==> src/rtl/fpu_pkg.sv <==
// Shared FPU definitions: result word layout, status bit positions and
// the result reader state encoding.
package fpu_pkg;
  localparam int SIGN_W   = 1;
  localparam int EXP_W    = 6;
  localparam int MANT_W   = 25;
  localparam int WORD_W   = SIGN_W + EXP_W + MANT_W;
  localparam int STAT_W   = 4;
  localparam int EXP_BIAS = 31;

  localparam int ST_EXACT     = 3;
  localparam int ST_OVERFLOW  = 2;
  localparam int ST_UNDERFLOW = 1;
  localparam int ST_INEXACT   = 0;

  typedef struct packed {
    logic              sign;
    logic [EXP_W-1:0]  exp;
    logic [MANT_W-1:0] mant;
  } fpu_word_t;

  typedef enum logic [2:0] {
    S_IDLE,
    S_LOAD,
    S_SHIFT,
    S_FINISH,
    S_HOLD
  } reader_state_t;
endpackage

==> src/rtl/fpu_result_reader_if.sv <==
// FPU result input plus the fixed-point result handshake seen by consumers.
interface fpu_result_reader_if;
  import fpu_pkg::*;
  logic [WORD_W-1:0] data_in;
  logic [STAT_W-1:0] status_in;
  logic              res_valid;
  logic              res_ready;
  logic [31:0]       res_fixed;
  logic [STAT_W-1:0] res_status;
  logic              res_sat;
  logic              busy;

  modport master (
    output data_in, status_in, res_ready,
    input  res_valid, res_fixed, res_status, res_sat, busy
  );
  modport slave (
    input  data_in, status_in, res_ready,
    output res_valid, res_fixed, res_status, res_sat, busy
  );
endinterface

==> src/rtl/fpu_stable_detect.sv <==
// Registers a sample every cycle and reports when it has been unchanged
// for STABLE_CYCLES consecutive samples.
module fpu_stable_detect #(
  parameter int STABLE_CYCLES = 4,
  parameter int W             = 36
) (
  input  logic         clk,
  input  logic         reset,
  input  logic [W-1:0] sample,
  output logic [W-1:0] word,
  output logic         settled
);
  localparam int CW = $clog2(STABLE_CYCLES);

  logic [CW-1:0] cnt;
  logic          match;

  assign match = (sample == word);
  // True on the edge where the counter steps to STABLE_CYCLES-1, and after.
  assign settled = match && (cnt >= CW'(STABLE_CYCLES - 2));

  always_ff @(posedge clk) begin
    if (!reset) begin
      word <= '0;
      cnt  <= '0;
    end else begin
      word <= sample;
      if (!match)
        cnt <= '0;
      else if (cnt != CW'(STABLE_CYCLES - 1))
        cnt <= cnt + 1'b1;
    end
  end
endmodule

==> src/rtl/fpu_result_reader.sv <==
// Waits for a settled FPU result, converts it to signed fixed point with a
// one-bit-per-cycle shifter and presents it once on a valid/ready handshake.
module fpu_result_reader
  import fpu_pkg::*;
#(
  parameter int STABLE_CYCLES = 4,
  parameter int FRAC_BITS     = 16
) (
  input logic                clock100KHz,
  input logic                reset,
  fpu_result_reader_if.slave bus
);
  localparam int SHIFT_OFS = EXP_BIAS + MANT_W - FRAC_BITS;

  logic [WORD_W+STAT_W-1:0] word_q, last_word;
  logic                     settled, first;
  reader_state_t            state;
  fpu_word_t                cur;
  logic [STAT_W-1:0]        cur_status;
  logic [31:0]              mag;
  logic [8:0]               cnt, shamt, shamt_abs;
  logic                     left, sat;
  logic                     valid_q, sat_q, busy_q;
  logic [31:0]              fixed_q;
  logic [STAT_W-1:0]        status_q;

  fpu_stable_detect #(.STABLE_CYCLES(STABLE_CYCLES), .W(WORD_W + STAT_W)) u_detect (
    .clk     (clock100KHz),
    .reset   (reset),
    .sample  ({bus.data_in, bus.status_in}),
    .word    (word_q),
    .settled (settled)
  );

  // Negative shamt means a right shift.
  assign shamt     = {3'b000, cur.exp} - 9'(SHIFT_OFS);
  assign shamt_abs = shamt[8] ? (9'd0 - shamt) : shamt;

  always_ff @(posedge clock100KHz) begin
    if (!reset) begin
      state      <= S_IDLE;
      first      <= 1'b1;
      last_word  <= '0;
      cur        <= '0;
      cur_status <= '0;
      mag        <= '0;
      cnt        <= '0;
      left       <= 1'b0;
      sat        <= 1'b0;
      valid_q    <= 1'b0;
      fixed_q    <= '0;
      status_q   <= '0;
      sat_q      <= 1'b0;
      busy_q     <= 1'b0;
    end else begin
      case (state)
        S_IDLE: begin
          if (settled && (first || word_q != last_word)) begin
            first      <= 1'b0;
            last_word  <= word_q;
            cur        <= word_q[WORD_W+STAT_W-1:STAT_W];
            cur_status <= word_q[STAT_W-1:0];
            sat        <= 1'b0;
            busy_q     <= 1'b1;
            state      <= S_LOAD;
          end
        end
        S_LOAD: begin
          if (cur.exp == '0) begin
            mag   <= '0;
            state <= S_FINISH;
          end else if (cur_status[ST_OVERFLOW]) begin
            sat   <= 1'b1;
            state <= S_FINISH;
          end else begin
            mag   <= 32'({1'b1, cur.mant});
            left  <= ~shamt[8];
            cnt   <= shamt_abs;
            state <= (shamt == '0) ? S_FINISH : S_SHIFT;
          end
        end
        S_SHIFT: begin
          if (left && mag[30]) begin
            sat   <= 1'b1;
            state <= S_FINISH;
          end else begin
            mag <= left ? (mag << 1) : (mag >> 1);
            cnt <= cnt - 9'd1;
            if (cnt == 9'd1) state <= S_FINISH;
          end
        end
        S_FINISH: begin
          if (sat) fixed_q <= cur.sign ? 32'h8000_0000 : 32'h7FFF_FFFF;
          else     fixed_q <= cur.sign ? (32'd0 - mag) : mag;
          status_q <= cur_status;
          sat_q    <= sat;
          valid_q  <= 1'b1;
          state    <= S_HOLD;
        end
        S_HOLD: begin
          if (bus.res_ready) begin
            valid_q <= 1'b0;
            busy_q  <= 1'b0;
            state   <= S_IDLE;
          end
        end
        default: state <= S_IDLE;
      endcase
    end
  end

  assign bus.res_valid  = valid_q;
  assign bus.res_fixed  = fixed_q;
  assign bus.res_status = status_q;
  assign bus.res_sat    = sat_q;
  assign bus.busy       = busy_q;
endmodule

==> src/flat_wrapper.sv <==
// flat-port wrapper written by rule: the top's interface ports become plain ports
module fpu_result_reader_flat import fpu_pkg::*;
#(
  parameter int STABLE_CYCLES = 4,
  parameter int FRAC_BITS     = 16
)
  (clock100KHz, reset, bus_data_in, bus_status_in, bus_res_ready, bus_res_valid, bus_res_fixed, bus_res_status, bus_res_sat, bus_busy);
  fpu_result_reader_if bus_i ();
  input logic clock100KHz;
  input logic reset;
  input wire logic [$bits(bus_i.data_in)-1:0] bus_data_in;
  input wire logic [$bits(bus_i.status_in)-1:0] bus_status_in;
  input wire logic [$bits(bus_i.res_ready)-1:0] bus_res_ready;
  output wire logic [$bits(bus_i.res_valid)-1:0] bus_res_valid;
  output wire logic [$bits(bus_i.res_fixed)-1:0] bus_res_fixed;
  output wire logic [$bits(bus_i.res_status)-1:0] bus_res_status;
  output wire logic [$bits(bus_i.res_sat)-1:0] bus_res_sat;
  output wire logic [$bits(bus_i.busy)-1:0] bus_busy;
  assign bus_i.data_in = bus_data_in;
  assign bus_i.status_in = bus_status_in;
  assign bus_i.res_ready = bus_res_ready;
  assign bus_res_valid = bus_i.res_valid;
  assign bus_res_fixed = bus_i.res_fixed;
  assign bus_res_status = bus_i.res_status;
  assign bus_res_sat = bus_i.res_sat;
  assign bus_busy = bus_i.busy;
  fpu_result_reader #(.STABLE_CYCLES(STABLE_CYCLES), .FRAC_BITS(FRAC_BITS)) u_core (.clock100KHz(clock100KHz), .reset(reset), .bus(bus_i));
endmodule
==> config.mk <==
export PLATFORM = sky130hd
export DESIGN_NAME = fpu_result_reader_flat
export DESIGN_NICKNAME = d
export VERILOG_FILES = /design/src/rtl/fpu_pkg.sv /design/src/rtl/fpu_result_reader_if.sv /design/src/rtl/fpu_stable_detect.sv /design/src/rtl/fpu_result_reader.sv /design/src/flat_wrapper.sv
export SDC_FILE = /design/constraint.sdc
export NUM_CORES = 1
export LEC_CHECK = 0
export CAP_MARGIN = 20
export CORE_AREA = 4 4 110 153
export CTS_CLUSTER_SIZE = 10
export DETAILED_ROUTE_END_ITERATION = 16
export DIE_AREA = 0 0 114 157
export PLACE_DENSITY = 0.85
export SYNTH_ARGS = -nofsm -noshare
export SYNTH_HDL_FRONTEND = slang
export SYNTH_HIERARCHICAL = 1
export SYNTH_SLANG_ARGS = --single-unit
==> constraint.sdc <==
create_clock -name clock100KHz -period 2.7 [get_ports clock100KHz]
set_input_delay 0.405 -clock clock100KHz [delete_from_list [all_inputs] [get_ports clock100KHz]]
set_output_delay 0.405 -clock clock100KHz [all_outputs]
set_load 0.02 [all_outputs]
==> results of run 1 <==
layout by cell type (no fill, tap or decap), types with 5 or more instances in the layout:
| cell type | n |
|---|---|
| dfxtp_1 | 160 |
| o21ai_0 | 44 |
| xnor2_1 | 11 |
| nand3b_1 | 5 |
| nand4_1 | 11 |
| a31oi_1 | 11 |
| inv_1 | 16 |
| nand3_1 | 12 |
| a211oi_1 | 7 |
| nand2b_1 | 6 |
| and2_1 | 36 |
| nor4_1 | 23 |
| ha_1 | 8 |
| xor2_1 | 80 |
| nor3_1 | 35 |
| nor2_1 | 90 |
| or3_1 | 6 |
| nor2b_1 | 5 |
| o41ai_2 | 5 |
| a21oi_1 | 51 |
| a311oi_1 | 25 |
| mux2i_1 | 64 |
| inv_6 | 5 |
| buf_4 | 27 |
| nand2_1 | 143 |
| or4_1 | 6 |
| clkdlybuf4s50_1 | 75 |
| inv_8 | 5 |
| clkbuf_16 | 17 |
| o31ai_1 | 5 |
per-stage QoR:
| stage | power, uW | cells | hold WS [ns] | setup WS, ns |
|---|---|---|---|---|
| global placement | 3780 | 1231 | 0.440 | -0.322 |
| floorplan | 3480 | 1009 | 0.431 | 0.358 |
| global route | 6420 | 1265 | 0.314 | -0.176 |
| CTS | 6170 | 1263 | 0.397 | 0.0758 |
| finish | 6160 | 1265 | 0.309 | -0.0693 |
| detailed placement | 3810 | 1231 | 0.443 | -0.429 |
sequential cells by signal, indices dropped and copies added, names as in the netlist, 2 cells and up:
signal                 count
u_core/last_word          36
u_core/u_detect/word      36
u_core/bus.res_fixed      32
u_core/mag                32
u_core/cnt                 9
u_core/bus.res_status      4
u_core/state               3
u_core/u_detect/cnt        2
cell families (layout without fill, tap and decap cells):
family / after synthesis / in the layout / share of synthesized area
simple gates: 405 / 405 / 0.239
flops: 160 / 160 / 0.383
xor+xnor: 92 / 92 / 0.0963
fa+ha+maj: 8 / 8 / 0.0120
buf+inv: 96 / 156 / 0.0455
compound gates: 180 / 180 / 0.142
mux: 68 / 68 / 0.0820
layout make-up:
class / count / area (sq um)
Clock inverter: 15 / 161
Sequential cell: 160 / 3200
Clock buffer: 17 / 425
Fill cell: 1268 / 5570
Tap cell: 196 / 245
Inverter: 17 / 63.8
Multi-Input combinational cell: 753 / 4830
Timing Repair Buffer: 107 / 1050
critical path: stages:
cell and delay, ns:
clkdlybuf4s50_1 0.43, xor2_1 0.15, nor4_1 0.43, nand3_1 0.18
nor4_2 0.48, o41ai_2 0.22, nor4_2 0.25, buf_4 0.22
buf_12 0.16, mux2i_1 0.19
worst min path at each step:
stage	startpoint	to	slack, ns	depth (start not counted)
5_1_grt	bus_status_in[0]	u_core/u_detect/word[0]	0.31	2
4_1_cts	reset	u_core/first	0.40	2
3_5_place_dp	u_core/bus.res_fixed[11]	u_core/bus.res_fixed[11]	0.44	2
2_1_floorplan	u_core/cnt[6]	u_core/cnt[6]	0.43	2
3_3_place_gp	u_core/bus.res_fixed[8]	u_core/bus.res_fixed[8]	0.44	2
6_report	bus_status_in[0]	u_core/u_detect/word[0]	0.31	2
timing repair:
action | CTS | global route
gates resized for setup | 1 | 5
pin swaps | 0 | 1
setup buffers | 0 | 1
endpoints found under the setup margin | 3 | 36
per-layer routing:
metal | vias up | GRT usage | share of wire
met5 | - | 0 | 0
met4 | 0 | 0.114 | 0.043
met3 | 41 | 0.0412 | 0.054
met2 | 260 | 0.376 | 0.49
met1 | 3537 | 0.281 | 0.41
li1 | 3635 | - | -
power by group:
group	switching (uW)	leakage (uW)	internal [uW]	total [uW]
combinational	683	0.00202	494	1180
clock	1120	0.000287	1240	2360
sequential	167	0.00130	2450	2620
==> impl_metrics.ini, run 1 <==
[placement]
dpl.hpwl_microns = 14400
gp_congestion = 0.804
io_buffer_count = 77
placed_area_sq_um = 9320

[layout]
drive_above_1_share = 0.0889
area_delta_synth_final_pct = 19.3
final_nets = 1103
diodes = 0
fin_util = 0.642
design_area_sq_um = 9970

[clock_network]
clkSinkCount = 160
insertion_delay_ns = 0.43
clk_pin_slew_ns = 0.07
cts_made_buffers = 17
tritoncts = yes
ctsHoldBuffers = 0
htreeDepth = 4
cts_root_buffer = clkbuf_16
cts_buffer_depth = 2

[setup_path]
r2r-end = u_core/last_word[12]
r2r.worst_path.cells = 9
crit_arrival_ns = 3.12
worst-path-max-fanout = 13
crit_end = u_core/last_word[12]
required_ns = 3.05
end_kind = flop
crit_start = bus_data_in[26]
path_class = input port to flop
start_kind = input port
ff2ff_setup_slack_ns = -0.02
r2r-start = u_core/u_detect/word[30]

[route]
dr.first_iter.drc_count = 492
vias_per_cell = 5.91
drcViolationCount = 0
routed_wl_microns = 21100
ant_nets = 0
wire_per_inst_microns = 16.7
vias = 7473
drt-pass1-iter-count = 5

[flow_run]
drv_cap = 0

[pwr]
peakVddDrop_mv = 0.426
power_density_nw_per_um2 = 618
p_leak_uw = 0.00361

[logic_synthesis]
synth_edf_count = 0
ys_seq_elements = 160
yosysTopAreaCellShare = 0.383
synth_area_sq_um = 8360
synthTopCellsByArea = dfxtp_1 (38%), xor2_1 (8.5%), mux2i_1 (7.7%)
netlist-cell-type-count = 60
synthesis.instances = 1009
yosysSeqAreaShare = 0.383
async_flop_share = 0
ys_top_cells_by_count = dfxtp_1 (160), nand2_1 (143), nor2_1 (90), xor2_1 (81), clkbuf_1 (67)
synthFlopType = dfxtp_1
yosysTopAreaCell = dfxtp_1
syn_avg_cell_area_sq_um = 8.29
synth_most_common_cell = dfxtp_1
ys_warn_count = 6
synthesis.nets = 1056

[sta]
tightest_slew_ns = 0.762
timing.final.hold_violations = 0
slew_headroom = 0.487
finalCriticalPeriod_ns = 2.77
drv_slew = 0
fin_skew_ns = 0.0124
max_freq_mhz = 361
setup_ws_ns = -0.0693
setup_violations = 30
fin_crit_sh = 1.03
tns_ns = -1.13

[grt]
grt_max_degree = 65
antenna_found_initial = 0
grtUsageTotal = 0.226
overflow = 0
grt_pass1_vias = 6769
grt_pass1_wl_microns = 33100

[outcome]
violations = negative setup slack
status = finished with violations

[min_path]
min_path_type = input port to flop

[floorplan]
die_w_microns = 114
design.die.area_sq_um = 17900
rows = 54
fp.dieH_microns = 157
io_pins = 78
start_util = 0.538
design.core.area_sq_um = 15500
Note: power is estimated with default switching activity, not from simulation.
==> run 2, diff against run 1 <==
--- a/config.mk
+++ b/config.mk
@@ -5,12 +5,11 @@
 export SDC_FILE = /design/constraint.sdc
 export NUM_CORES = 1
 export LEC_CHECK = 0
-export CAP_MARGIN = 20
-export CORE_AREA = 4 4 110 153
+export CORE_AREA = 4 4 121 169
 export CTS_CLUSTER_SIZE = 10
 export DETAILED_ROUTE_END_ITERATION = 16
-export DIE_AREA = 0 0 114 157
-export PLACE_DENSITY = 0.85
+export DIE_AREA = 0 0 125 173
+export PLACE_DENSITY = 0.73
 export SYNTH_ARGS = -nofsm -noshare
 export SYNTH_HDL_FRONTEND = slang
 export SYNTH_HIERARCHICAL = 1
==> impl_metrics.ini, run 2 (same netlist as run 1, synthesis figures left out) <==
[setup_path]
r2r-start = u_core/u_detect/word[31]
ff2ff_setup_slack_ns = 0.26
r2r-end = u_core/last_word[16]
path_class = input port to flop
required_ns = 3.06
r2r.worst_path.cells = 9
crit_arrival_ns = 2.85
start_kind = input port
end_kind = flop
worst-path-max-fanout = 17

[placement]
io_buffer_count = 77
gp_congestion = 0.835
dpl.hpwl_microns = 14600

[clock_network]
ctsHoldBuffers = 0
cts_root_buffer = clkbuf_16
clk_pin_slew_ns = 0.07
htreeDepth = 4
tritoncts = yes
postCtsSetupRepairBufs = 0
insertion_delay_ns = 0.44
clkSinkCount = 160
cts_buffer_depth = 2
cts_resized = 0
cts_made_buffers = 17

[route]
drcViolationCount = 0
drt-pass1-iter-count = 5
vias = 7231
ant_nets = 0
dr.first_iter.drc_count = 415
wire_per_inst_microns = 15.8
vias_per_cell = 5.49
routed_wl_microns = 20900

[layout]
drive_above_1_share = 0.0871
diodes = 0
final_nets = 1102
final_common_cell = dfxtp_1
reg.largest.list = u_core/last_word (36), u_core/u_detect/word (36)
final_cell_mix = dfxtp_1 (160), nand2_1 (143), nor2_1 (90)
area_delta_synth_final_pct = 19.8

[sta]
fin_crit_sh = 0.919
max_freq_mhz = 403
timing.final.hold_violations = 0
slew_headroom = 0.335
fin_skew_ns = 0.0120
tightest_slew_ns = 0.988
rsz0062_at_grt = no
tns_ns = 0
finalCriticalPeriod_ns = 2.48
drv_slew = 0
setup_violations = 0

[pwr]
power_uw = 6180
power_density_nw_per_um2 = 617
peakVddDrop_mv = 0.404
p_leak_uw = 0.00359

[grt]
grtUsageTotal = 0.188
grt_max_degree = 132
antenna_found_initial = 0
grt_pass1_wl_microns = 33400
overflow = 0
grt_pass1_vias = 6678

[floorplan]
io_pins = 78
design.die.area_sq_um = 21600
design.core.area_sq_um = 19100
rows = 60
die_w_microns = 125
fp.dieH_microns = 173
start_util = 0.439

[min_path]
hold_end = u_core/bus.res_fixed[14]
min_path_type = input port to flop
worstHoldStart = reset
min_path_cells = 3

[flow_run]
drv_cap = 0

[outcome]
status = complete, no violations
run 2: metal layers:
layer  GRT usage  wire (microns)  vias up
met5           0               0        -
li1            -               -     3633
met4      0.0958             952        0
met2       0.307            9810      211
met1       0.230            9060     3334
met3      0.0436            1020       53
run 2: power breakdown:
| part | switching (uW) | leakage (uW) | internal, uW | total, uW |
|---|---|---|---|---|
| Combinational | 690 | 0.00201 | 491 | 1180 |
| Clock | 1060 | 0.000287 | 1330 | 2380 |
| Sequential | 156 | 0.00130 | 2450 | 2610 |
| Total | 1900 | 0.00359 | 4270 | 6180 |
run 2: worst max path at each step:
stage	startpoint	endpoint	slack (ns)	cells past startpoint
after floorplan	bus_data_in[17]	u_core/last_word[1]	0.36	9
after global placement	bus_status_in[0]	u_core/last_word[15]	-0.30	10
after detailed placement	bus_data_in[26]	u_core/last_word[16]	-0.41	10
after CTS	bus_data_in[26]	u_core/last_word[16]	0.02	10
after global routing	u_core/u_detect/word[21]	u_core/last_word[23]	0.01	9
final	bus_data_in[27]	u_core/last_word[16]	0.22	10
run 2: critical path, cell delays in order:
cell	delay, ns
clkdlybuf4s50_1	0.43
xor2_1	0.20
nor4_1	0.33
nand4_1	0.22
nor4_2	0.32
o41ai_1	0.16
nor4_2	0.20
buf_4	0.20
buf_12	0.17
mux2i_1	0.20
run 2: stage by stage:
stage / worst slack (ns) / utilization / hold slack (ns) / area [sq um] / instances
floorplan: 0.358 / - / 0.431 / 8360 / 1009
global placement: -0.299 / 0.493 / 0.441 / 9410 / 1284
detailed placement: -0.406 / 0.493 / 0.442 / 9410 / 1284
CTS: 0.0247 / 0.524 / 0.344 / 9990 / 1316
global route: 0.0137 / 0.525 / 0.355 / 10000 / 1316
finish: 0.218 / 0.525 / 0.354 / 10000 / 1316
run 2: final cells by class:
type                            instances  area, sq um
Fill cell                            1739         9050
Tap cell                              248          310
Timing Repair Buffer                  106         1040
Clock buffer                           18          439
Sequential cell                       160         3200
Inverter                               17         63.8
Multi-Input combinational cell        753         4820
Clock inverter                         14          144
